File: src/rtl/latch_bank.sv
// CH independent W-bit channels that follow, capture-and-lock or OR-accumulate their data under one global mode.
// One-cycle registered latency on Q/V/OVF; no backpressure, every cycle accepts new inputs.
module latch_bank #(
   parameter int W  = 8,
   parameter int CH = 4
) (
   input  logic            CLK,
   input  logic            R,
   input  logic [1:0]      MODE,
   input  logic [CH*W-1:0] D,
   input  logic [CH-1:0]   E,
   input  logic [CH-1:0]   S,
   input  logic [CH-1:0]   REL,
   output logic [CH*W-1:0] Q,
   output logic [CH-1:0]   V,
   output logic [CH-1:0]   OVF
);

   typedef enum logic [1:0] {
      M_TRANS  = 2'b00,
      M_CAP    = 2'b01,
      M_STICKY = 2'b10,
      M_HOLD   = 2'b11
   } mode_t;

   typedef enum logic {
      OPEN = 1'b0,
      HELD = 1'b1
   } state_t;

   state_t st [CH];

   always_ff @(posedge CLK) begin
      if (!R) begin
         Q   <= '0;
         V   <= '0;
         OVF <= '0;
         for (int i = 0; i < CH; i++) st[i] <= OPEN;
      end else if (MODE != M_HOLD) begin
         for (int i = 0; i < CH; i++) begin
            if (MODE == M_CAP) begin
               // Set outranks release and overflow, and (re)locks the channel.
               if (E[i] && !S[i]) begin
                  Q[i*W +: W] <= '1;
                  V[i]        <= 1'b1;
                  st[i]       <= HELD;
               end else if (st[i] == HELD) begin
                  if (REL[i]) begin
                     st[i]  <= OPEN;
                     V[i]   <= 1'b0;
                     OVF[i] <= 1'b0;
                  end else if (E[i]) begin
                     OVF[i] <= 1'b1;
                  end
               end else if (E[i]) begin
                  Q[i*W +: W] <= D[i*W +: W];
                  V[i]        <= 1'b1;
                  st[i]       <= HELD;
               end
            end else begin
               // Outside capture the lock is dropped; OVF survives until reset or release.
               st[i] <= OPEN;
               V[i]  <= 1'b0;
               if (E[i] && !S[i])
                  Q[i*W +: W] <= '1;
               else if (E[i] && MODE == M_TRANS)
                  Q[i*W +: W] <= D[i*W +: W];
               else if (E[i])
                  Q[i*W +: W] <= Q[i*W +: W] | D[i*W +: W];
            end
         end
      end
   end

endmodule
File: config.mk
export PLATFORM = sky130hd
export DESIGN_NAME = latch_bank
export DESIGN_NICKNAME = d
export VERILOG_FILES = /design/src/rtl/latch_bank.sv
export SDC_FILE = /design/constraint.sdc
export NUM_CORES = 1
export LEC_CHECK = 0
export CAP_MARGIN = 20
export CORE_MARGIN = 2
export CORE_UTILIZATION = 55
export DETAILED_ROUTE_END_ITERATION = 6
export DONT_BUFFER_PORTS = 1
export GPL_TIMING_DRIVEN = 0
export MAX_ROUTING_LAYER = met4
export PLACE_DENSITY_LB_ADDON = 0.05
export SYNTH_ARGS = -nofsm -noshare
export SYNTH_HDL_FRONTEND = slang
export SYNTH_SLANG_ARGS = --single-unit
File: constraint.sdc
create_clock -name CLK -period 1.44 [get_ports CLK]
set_input_delay 0.432 -clock CLK [delete_from_list [all_inputs] [get_ports CLK]]
set_output_delay 0.432 -clock CLK [all_outputs]
set_load 0.01 [all_outputs]
==> out/metrics.cfg, run 1 <==
[clock_network]
path_clk_slew_ns = 0.12
htree_levels = 2
postCtsResizedCells = 0
cts_tree = built
clkSinkCount = 44
clock_path_buffers = 2
cts_setup_buffers = 0
ctsRootBufferMaster = clkbuf_4
cts_buffers = 5
insertion_delay_ns = 0.35
hold_buffers = 0

[sta]
clock.fmax_mhz = 832
worst_pin_slew_ns = 0.401
drv_slew = 0
setup_viol = 0
tns_ns = 0
hold_viol = 0
period_share = 0.834
maxSlewHeadroom = 0.732
skew_ns = 0.00799
rsz0062_at_grt = false
fin_crit_ns = 1.20

[logic_synthesis]
synth_cell_types = 30
synth_area_leaders = dfxtp_1, o2bb2ai_1, nor2b_1, nand3_4, a21oi_4
synth_seq_area_share = 0.452
synth_edf_count = 1
syn_avg_cell_area_sq_um = 10.3
ys.flop_type = dfxtp_1
synth_top_area_cell = dfxtp_1
syn_inst = 192
ys_warn_count = 0
synth_top_area_share = 0.437
syn_nets = 240
netlist_area_sq_mm = 0.00197
synth-seq-cells = 44
async_reset_ff_frac = 0

[power]
vdd_drop_max_uv = 575
pwr-share-clk = 0.267
p_seq_frac = 0.627
swShare = 0.263
switching_power_uw = 592
p_leak_uw = 0.000691
combPwrFrac = 0.106
power.internal_uw = 1660
p_per_area_mw_per_mm2 = 1080
total_power_uw = 2250

[min_path]
min_path_type = input pin to flip-flop
hold_depth = 2

[route]
wirelength_mm = 4.15
route.detailed.drc = 0
first_pass_iters = 5
viasPerCell = 5.93
drt_iter0_drc = 87
num_vias = 1459
wl_per_cell_um = 16.9
postRouteAntennaNets = 0

[final_layout]
n_antenna_cell = 0
layout-drive-gt1-share = 0.140
nNetsFinal = 247
areaGrowthSynthToFinish_pct = 5.91
instances_no_fill = 246

[die]
fp.dieH_um = 63.8
core_sq_mm = 0.00339
num_rows = 21
die_area_sq_mm = 0.00408
fp.dieW_um = 63.8
initial_core_util = 0.581
ios = 88

[critical_path]
r2r_slack_ns = 0.29
crit_required_ns = 1.01
cp-end-kind = primary output
reg2reg_depth = 3
crit_path_start = OVF[2]
worstPathArrival_ns = 0.77
r2r_start = st[3]
critPathKind = flip-flop to primary output
start_kind = flip-flop
path_depth = 0
crit_end = OVF[2]
cp_max_fo = 2
r2r-end = st[3]

[job]
max_cap_violations = 0

[global_route]
grt_usage = 0.226
antenna_found_initial = 0
grt_pass1_wl_mm = 6.83
grt_pass1_vias = 1463
grt-ovfl-total = 0
grt_start_max_net_pins = 13

[placement]
place_congestion = 0.866
place_hpwl_mm = 3.09
portBuffers = 0
placed_cells = 238

[run_status]
status = completed

-- synthesized netlist by cell type (all sizes together), types with 2 or more instances --
cell type  instances
a21oi             11
a22oi              2
a41oi              4
and2b              2
buf                5
clkbuf             2
dfxtp             43
inv                4
nand2             14
nand2b             2
nand3              5
nand4              4
nor2               2
nor2b             41
nor3               6
o21ai              8
o2bb2ai           32
-- state kept, by name, summed over array words and instances, names as in the netlist --
name and count:
Q 32, OVF 4, V 4, st 4
-- how the worst min path moves through the flow --
stage	endpoint	startpoint
finish	st[2]	E[2]
detailed placement	Q[20]	Q[20]
floorplan	Q[22]	Q[22]
CTS	st[2]	E[2]
global route	st[2]	E[2]
global placement	Q[28]	Q[28]
-- cell usage in the layout (no fill, tap or decap), drive strengths merged --
master | netlist | layout
dfxtp | 43 | 43
a21oi | 11 | 11
nor3b | 1 | 1
o21bai | 1 | 1
inv | 4 | 4
a32oi | 1 | 1
nand3 | 5 | 5
o21ai | 8 | 8
clkbuf | 2 | 10
nand4 | 4 | 4
nor3 | 6 | 6
nor2b | 41 | 41
a41o | 1 | 1
nand2 | 14 | 14
nand2b | 2 | 2
nor2 | 2 | 2
o2bb2ai | 32 | 32
a41oi | 4 | 4
and2b | 2 | 2
buf | 5 | 5
edfxtp | 1 | 1
a22oi | 2 | 2
-- logic make-up (layout without fill, tap and decap cells) --
family / after synthesis / after routing / share of synthesized area
AND/OR/NAND/NOR: 77 / 77 / 0.265
flip-flops: 44 / 44 / 0.452
AO/OA/AOI/OAI: 60 / 60 / 0.252
buffers and inverters: 11 / 19 / 0.0305
-- stage by stage --
step                utilization  cell area (sq um)  setup slack [ns]  hold slack [ns]
floorplan                     -               1970             0.245            0.490
global placement          0.598               2030             0.126            0.503
detailed placement        0.598               2030             0.105            0.509
CTS                       0.615               2090             0.225            0.220
global route              0.615               2090             0.185            0.208
finish                    0.615               2090             0.239            0.227
-- final cells by class --
type,instances,area [sq um]
fill,273,1300
sequential,44,891
clock buffer,8,58.8
tap,46,57.6
buffer,7,45.0
multi-input combinational,137,1020
inverter,4,15.0
-- per-layer routing --
layer	part of all wire	track usage
met3	0.12	0.0986
met5	0	-
met2	0.47	0.362
met1	0.40	0.250
met4	0.016	0.0815
-- power groups by stage --
stage | Combinational [uW] | Clock [uW] | Sequential, uW
floorplan | 198 | 0 | 1420
global placement | 227 | 0 | 1430
detailed placement | 241 | 0 | 1440
CTS | 241 | 625 | 1410
global route | 268 | 688 | 1420
finish | 239 | 600 | 1410
-- worst register-to-register path, stage by stage (launching register included) --
cell,delay [ns]
edfxtp_1,0.51
nand2_1,0.15
a32oi_1,0.07
o21bai_1,0.15
(Power assumes the default switching activity.)
==> run 2, diff against run 1 <==
clock period = 1 ns   (was 1.44 ns; I/O delays follow)
==> out/metrics.cfg, run 2 (synthesis gave the netlist of run 1 again) <==
[run_status]
status = finished with violations
violations = negative setup slack

[power]
pwr-share-clk = 0.266  ; about the same
switching_power_uw = 936  ; +58%
power.internal_uw = 2440  ; +48%
p_seq_frac = 0.606  ; -0.021
total_power_uw = 3380  ; +50%
vdd_drop_max_uv = 1090  ; +89%
combPwrFrac = 0.127  ; +0.021
p_leak_uw = 0.000793  ; +15%
p_per_area_mw_per_mm2 = 1420  ; +31%
swShare = 0.277  ; +0.0136

[final_layout]
n_fill_cell = 263  ; -3.7%
nNetsFinal = 254  ; +2.8%
final_common_cell = nor2b_1
post-route-util = 0.704  ; +0.0890
final_cell_mix = nor2b_1, dfxtp_2, dfxtp_4, o2bb2ai_2, o2bb2ai_1
largest_register_ffs = 32  ; unchanged
top_register = Q
layout-drive-gt1-share = 0.464  ; +0.324
n_antenna_cell = 0  ; unchanged
areaGrowthSynthToFinish_pct = 21.2
final_area_sq_mm = 0.00239  ; +14%

[sta]
worst_slack_ns = -0.104  ; -0.343 ns
drv_slew = 0  ; unchanged
fin_crit_ns = 1.10
rsz0062_at_grt = true
hold_viol = 0  ; unchanged
worst_pin_slew_ns = 0.500  ; +0.0985 ns
clock.fmax_mhz = 906
period_share = 1.10
setup_viol = 57  ; +57
skew_ns = 0.0143  ; +0.00632 ns
maxSlewHeadroom = 0.666  ; -0.0658
whs_ns = 0.0805  ; -0.147 ns

[critical_path]
cp-end-kind = flip-flop
critPathKind = flip-flop to flip-flop
start_kind = flip-flop
crit_required_ns = 1.08  ; +0.07 ns
cp_top_family = flip-flops
cp_max_fo = 4  ; +2
worstPathArrival_ns = 1.19  ; +0.42 ns
worstPathCellList = nand2_2 > a32oi_1 > o21bai_1
slowest_delay_ns = 0.49
cp_num_buf_inv = 0
cp_slowest_cell = edfxtp_1

[route]
route.detailed.drc = 0  ; unchanged
first_pass_iters = 4  ; -1
viasPerCell = 6.04  ; +1.8%
num_vias = 1527  ; +4.7%
wirelength_mm = 4.57  ; +10%
wl_per_cell_um = 18.1  ; +7.2%
postRouteAntennaNets = 0  ; unchanged
drt_iter0_drc = 46  ; -47%

[die]
core_sq_mm = 0.00339  ; unchanged
ios = 88  ; unchanged
fp.dieW_um = 63.8  ; unchanged
initial_core_util = 0.581  ; unchanged
num_rows = 21  ; unchanged
die_area_sq_mm = 0.00408  ; unchanged
fp.dieH_um = 63.8  ; unchanged

[placement]
place_congestion = 0.915  ; +5.7%
portBuffers = 0  ; unchanged
place_ws_ns = -0.225  ; -0.329 ns
place_area_sq_mm = 0.00203  ; unchanged
place_hpwl_mm = 3.23  ; +4.5%

[clock_network]
insertion_delay_ns = 0.36  ; about the same
path_clk_slew_ns = 0.13  ; about the same
clkSinkCount = 44  ; unchanged
htree_levels = 2  ; unchanged
clock_path_buffers = 2  ; unchanged
cts_buffers = 5  ; unchanged
cts_tree = built
ctsRootBufferMaster = clkbuf_4

[global_route]
grt_pass1_vias = 1480  ; +1.2%
grt_start_max_net_pins = 13  ; unchanged
grt_usage = 0.234  ; +0.00824
grt_pass1_wl_mm = 7.18  ; +5.1%
antenna_found_initial = 0  ; unchanged
grt-ovfl-total = 0  ; unchanged

[min_path]
min_path_type = input pin to flip-flop

[job]
max_cap_violations = 0  ; unchanged

-- run 2: final cells by class --
| cell class | count | area [sq um] | area share |
|---|---|---|---|
| Clock buffer | 8 | 58.8 | 0.0246 |
| Buffer | 7 | 45.0 | 0.0189 |
| Inverter | 4 | 15.0 | 0.00629 |
| Sequential cell | 44 | 985 | 0.412 |
| Timing Repair Buffer | 7 | 65.1 | 0.0273 |
| Tap cell | 46 | 57.6 | 0.0241 |
| Multi-Input combinational cell | 137 | 1160 | 0.486 |
-- run 2: repair_timing --
action                     4_1_cts  5_1_grt
hold buffers                     0        0
setup endpoints to repair       74       77
resized for setup               45       38
pin swaps                        5        4
setup buffers                    2        5
hold endpoints to repair         0        0
-- run 2: worst paths after layout --
| kind | start | to | slack, ns | depth (start not counted) |
|---|---|---|---|---|
| worst max-delay path | st[3] | st[3] | -0.10 | 3 |
| worst min-delay path | D[2] | Q[2] | 0.08 | 2 |
| worst max register to register | st[3] | st[3] | -0.10 | 3 |
| worst min register to register | Q[22] | Q[22] | 0.50 | 1 |
-- run 2: per-layer routing --
layer,track usage,share of wire
met1,0.266,0.39
met2,0.380,0.49
met3,0.0880,0.095
met4,0.0788,0.018
met5,-,0
-- run 2: per-stage QoR --
stage	std cells	setup TNS (ns)
2_1_floorplan	192	-0.0669
6_report	253	-2.17
4_1_cts	248	-1.99
5_1_grt	253	-4.74
3_3_place_gp	238	-4.26
3_5_place_dp	238	-5.87
-- run 2: power by group through the flow --
stage | Combinational (uW) | Clock, uW | Sequential, uW
2_1_floorplan | 285 | 0 | 2050
5_1_grt | 474 | 983 | 2070
4_1_cts | 359 | 901 | 2060
3_5_place_dp | 345 | 0 | 2070
3_3_place_gp | 326 | 0 | 2070
6_report | 430 | 901 | 2050
